<file path="config.mk">
export PLATFORM = sky130hd
export DESIGN_NAME = ram_slot_mgr
export DESIGN_NICKNAME = d
export VERILOG_FILES = /design/src/rtl/ram_slot_mgr.sv
export SDC_FILE = /design/constraint.sdc
export NUM_CORES = 1
export LEC_CHECK = 0
export BUFFER_PORTS_ARGS = -buffer_cell sky130_fd_sc_hd__buf_2
export CORE_MARGIN = 2
export CORE_UTILIZATION = 35
export DETAILED_ROUTE_END_ITERATION = 8
export PLACE_DENSITY = 0.65
export SYNTH_ARGS = -nofsm -noshare
export SYNTH_HDL_FRONTEND = slang
export SYNTH_SLANG_ARGS = --single-unit
export TNS_END_PERCENT = 10
</file>
<file path="constraint.sdc">
create_clock -name Clk -period 7.7 [get_ports Clk]
set_input_delay 1.54 -clock Clk [delete_from_list [all_inputs] [get_ports Clk]]
set_output_delay 1.54 -clock Clk [all_outputs]
set_load 0.05 [all_outputs]
</file>
<file path="src/rtl/ram_slot_mgr.sv">
// Slot allocator over a SIZE_RAM-entry occupancy bitmap: lowest-free-index grant, indexed release, flush.
// Optional double-free detection is built when SLOT_MGR_DOUBLE_FREE_CHK_EN is defined.
module ram_slot_mgr #(
  parameter int SIZE_RAM     = 32,
  parameter int SIZE_RAM_LOG = 5
) (
  input  logic                    Clk,
  input  logic                    Rst_n,
  input  logic                    AllocReq,
  output logic                    AllocGnt,
  output logic [SIZE_RAM_LOG-1:0] AllocIdx,
  input  logic                    FreeValid,
  input  logic [SIZE_RAM_LOG-1:0] FreeIdx,
  input  logic                    Flush,
  output logic [SIZE_RAM-1:0]     RamValid,
  output logic [SIZE_RAM_LOG:0]   UsedCount,
  output logic                    Full,
  output logic                    Empty,
  output logic                    ErrDoubleFree
);

  localparam logic [SIZE_RAM_LOG:0] CNT_MAX = (SIZE_RAM_LOG+1)'(SIZE_RAM);
  localparam logic [SIZE_RAM_LOG:0] CNT_ONE = {{SIZE_RAM_LOG{1'b0}}, 1'b1};

  logic [SIZE_RAM-1:0]   ram_valid_reg;
  logic [SIZE_RAM-1:0]   ram_valid_next;
  logic [SIZE_RAM_LOG:0] used_count_reg;
  logic [SIZE_RAM_LOG:0] used_count_next;
  logic [SIZE_RAM-1:0]   set_mask;
  logic [SIZE_RAM-1:0]   clr_mask;
  logic                  free_eff;
  logic                  count_dec;

  assign Full      = (used_count_reg == CNT_MAX);
  assign Empty     = (used_count_reg == '0);
  assign AllocGnt  = AllocReq & ~Full;
  assign RamValid  = ram_valid_reg;
  assign UsedCount = used_count_reg;

  // Descending scan so the lowest clear bit wins; a full bitmap leaves index 0.
  always_comb begin
    AllocIdx = '0;
    for (int i = SIZE_RAM - 1; i >= 0; i--) begin
      if (!ram_valid_reg[i]) AllocIdx = SIZE_RAM_LOG'(i);
    end
  end

  // Per-slot decode; an out-of-range FreeIdx matches no slot and so changes nothing.
  genvar gi;
  generate
    for (gi = 0; gi < SIZE_RAM; gi++) begin : g_slot
      localparam logic [SIZE_RAM_LOG-1:0] SLOT_IDX = SIZE_RAM_LOG'(gi);
      assign set_mask[gi] = AllocGnt && (AllocIdx == SLOT_IDX);
      assign clr_mask[gi] = FreeValid && (FreeIdx == SLOT_IDX);
    end
  endgenerate

`ifdef SLOT_MGR_DOUBLE_FREE_CHK_EN
  logic dbl_free;
  logic err_reg;
  assign free_eff      = |(clr_mask & ram_valid_reg);
  assign dbl_free      = (|clr_mask) & ~free_eff;
  assign ErrDoubleFree = err_reg;

  always_ff @(posedge Clk or negedge Rst_n) begin
    if (!Rst_n)     err_reg <= 1'b0;
    else if (Flush) err_reg <= 1'b0;
    else            err_reg <= dbl_free;
  end
`else
  assign free_eff      = |clr_mask;
  assign ErrDoubleFree = 1'b0;
`endif

  // Saturate at zero so an unchecked double free cannot wrap the counter.
  assign count_dec      = free_eff && (used_count_reg != '0);
  assign ram_valid_next = (ram_valid_reg & ~clr_mask) | set_mask;

  always_comb begin
    used_count_next = used_count_reg;
    case ({AllocGnt, count_dec})
      2'b10:   used_count_next = used_count_reg + CNT_ONE;
      2'b01:   used_count_next = used_count_reg - CNT_ONE;
      default: used_count_next = used_count_reg;
    endcase
  end

  always_ff @(posedge Clk or negedge Rst_n) begin
    if (!Rst_n) begin
      ram_valid_reg  <= '0;
      used_count_reg <= '0;
    end else if (Flush) begin
      ram_valid_reg  <= '0;
      used_count_reg <= '0;
    end else begin
      ram_valid_reg  <= ram_valid_next;
      used_count_reg <= used_count_next;
    end
  end

endmodule

</file>
==> results.yml <==
outcome:
  outcome: "finished, final reports clean"
worst_setup_path:
  cp_top_family: "compound AO/OA/AOI/OAI gates"
  ff2ff_path_depth: 12
  rr_startpoint: "UsedCount[1]"
  path_common_cell: "a21oi_1"
  path_cells: "buf_2, o21ai_2, inv_2, nor3b_1, ha_1, a21o_1, a21oi_1, o21bai_1, a21oi_1, mux2_2, nand2_1, a21oi_1"
  reg2reg_to: "UsedCount[5]"
  r2r_slack_ns: 3.98
  start_kind: "input port"
  crit_fanout: 7
  worstPathArrival_ns: 4.08
  endpoint_kind: "register"
  critPathBufInv: 2
  cp_slowest_stage_delay_ns: 0.56
  crit_path_top_delay_cell: "nor3b_1"
  required_ns: 7.85
  path_class: "in2reg"
clock_network:
  insertion_delay_ns: 0.29
  clockBufferDepth: 2
  cts-root-buf: "clkbuf_8"
  clkTransAtPathRegs_ns: 0.08
  ctsResizeCount: 0
  cts_tree: "done"
  cts_setup_buffers: 0
  h-tree-depth: 2
  cts_hold_buf: 0
  cts_made_buffers: 5
  cts_sinks: 38
placed_design:
  port-buffer-count: 55
  hpwl_mm: 5.52
  place_ws_ns: 3.43
  placedInstanceArea_um2: 2830
  gp_congestion: 0.951
yosys:
  yosysMostFrequentCell: "nand2_1"
  synth-seq-cells: 38
  syn_area_um2: 2470
  synth_fp_nets: 318
  yosys_warnings: 0
  synthArstFlopShare: 1.00
  ys_types: 55
  synth.top_cells.by_count: "nand2_1 (44), dfrtp_1 (38), o21ai_0 (32)"
  ys.flop_type: "dfrtp_1"
  synthDominantCellAreaShare: 0.385
  synth_area_leader_cell: "dfrtp_1"
  seq_area_frac_synth: 0.385
  synth_edf_count: 0
  yosys-top-cells-area: "dfrtp_1 (39%), nand2_1 (6.7%), o21ai_0 (6.5%), a21oi_1 (6.3%), nor2_1 (3.7%)"
  syn_avg_cell_area_um2: 8.14
  synthCells: 303
global_route:
  antenna_found_initial: 0
  grt.overflow.total: 0
  grt_max_degree: 42
  grt_pass1_vias: 2247
  grt_pass1_wl_mm: 11.5
  track_usage: 0.192
sta:
  hold_violations: 0
  fmax_mhz: 254
  setup_tns_ns: 0
  finalCritPeriodShare: 0.511
  min_period_ns: 3.93
  max_slew_margin: 0.440
  worstMarginPinSlew_ns: 0.841
  layout_setup_ws_ns: 3.77
  rsz0062_at_grt: "no"
  setup_viol: 0
  finalMaxSlewViolations: 0
  clock_skew_ns: 0.00394
route:
  wl_mm: 7.32
  via_per_inst: 5.47
  wire_per_inst_um: 16.1
  drtIter0Drc: 172
  dr_total_vias: 2483
  drc_errors: 0
  drt-pass1-iter-count: 5
  ant_nets: 0
power:
  swShare: 0.421
  leakage_nw: 1.29
  share_comb_of_total_power: 0.426
  power_density_nw_per_um2: 239
  power_frac_clock: 0.239
  p_seq_frac: 0.335
  internal-power_uw: 407
  power.switching_uw: 296
  peakVddDrop_mv: 0.203
finish:
  fin_nets: 372
  diodes: 0
  design_area_um2: 2940
  final_core_util: 0.432
  drive_above_1_share: 0.226
  syn2layout_area_growth_pct: 19.0
min_path:
  whs_endpoint: "RamValid[30]"
  hold_path_depth: 2
  hold_start: "RamValid[30]"
  hp-class: "reg2reg"
floorplanning:
  fp.coreArea_um2: 6790
  die_w_um: 88.0
  fp-row-count: 30
  start_util: 0.363
  die_y_um: 88.0
  die-area_um2: 7740
  ios: 57
run:
  cap_violations: 0
[flip-flops by register name, summed over array words and instances, names as in the netlist]
signal	cells
RamValid	32
UsedCount	6
[worst max-delay path by stage]
stage,slack [ns],cells past startpoint,from,end
6_report,3.77,12,AllocReq,UsedCount[5]
4_1_cts,3.76,12,AllocReq,UsedCount[5]
3_5_place_dp,3.43,12,AllocReq,UsedCount[5]
5_1_grt,3.58,12,AllocReq,UsedCount[5]
2_1_floorplan,3.68,12,UsedCount[1],UsedCount[5]
3_3_place_gp,3.55,12,AllocReq,UsedCount[5]
[cell type report]
type | instances | area [um^2]
timing repair buffer | 55 | 275
fill | 701 | 3860
clock inverter | 3 | 40.0
sequential | 38 | 951
inverter | 8 | 30.0
tap | 96 | 120
multi-input combinational | 249 | 1450
clock buffer | 5 | 68.8
[cells in the final DEF, fill, tap and decap left out, types with 2 or more instances in the layout]
master | Yosys | final
dfrtp_1 | 38 | 38
and3_1 | 3 | 3
inv_2 | 2 | 2
mux2i_1 | 4 | 4
ha_1 | 4 | 4
a31oi_1 | 5 | 5
inv_1 | 6 | 6
nor2b_1 | 7 | 7
nor2_1 | 24 | 24
or3_1 | 4 | 4
nand4_1 | 10 | 10
xor2_1 | 2 | 2
nand3b_1 | 5 | 5
o21ai_0 | 32 | 32
xnor2_1 | 2 | 2
nor3b_1 | 2 | 2
or2_4 | 2 | 2
clkbuf_8 | 0 | 5
a21o_1 | 3 | 3
nor3_2 | 2 | 2
buf_2 | 1 | 55
nand2_1 | 44 | 44
nand3_1 | 8 | 8
o22ai_1 | 4 | 4
a21oi_1 | 31 | 31
o21ai_1 | 10 | 10
nand2b_1 | 11 | 11
nor3_1 | 4 | 4
clkinv_2 | 0 | 2
[cells by family after synthesis]
| logic type | synth area share |
|---|---|
| simple gates | 0.282 |
| mux | 0.0208 |
| flops | 0.385 |
| other cells | 0.00152 |
| compound gates | 0.241 |
| xor+xnor | 0.0142 |
| fa+ha+maj | 0.0284 |
| buf+inv | 0.0264 |
[routing by layer]
metal  up-vias  GRT usage  wire length (um)
li1       1201          -                 -
met1      1180      0.263              3340
met2        90      0.309              3390
met3        12     0.0386               467
met4         0     0.0573               121
met5         -          0                 0
[through the flow]
step	total power, mW	instances	hold WS [ns]
3_5_place_dp	0.539	446	0.587
4_1_cts	0.708	454	0.601
6_report	0.703	454	0.602
5_1_grt	0.746	454	0.641
3_3_place_gp	0.535	446	0.585
2_1_floorplan	0.474	303	0.812
[power groups by stage]
stage	Sequential, mW	Clock, mW	Combinational [mW]
floorplan	0.283	0	0.192
global route	0.239	0.181	0.326
detailed placement	0.239	0	0.300
global placement	0.239	0	0.296
finish	0.236	0.168	0.300
CTS	0.236	0.172	0.300
[worst min-delay path: cells and delay by family (launching register included)]
kind               cells  cell delay (ns)
AOI/OAI and AO/OA      2             0.15
DFF                    1             0.42
Power figures use the tool's default switching activity.
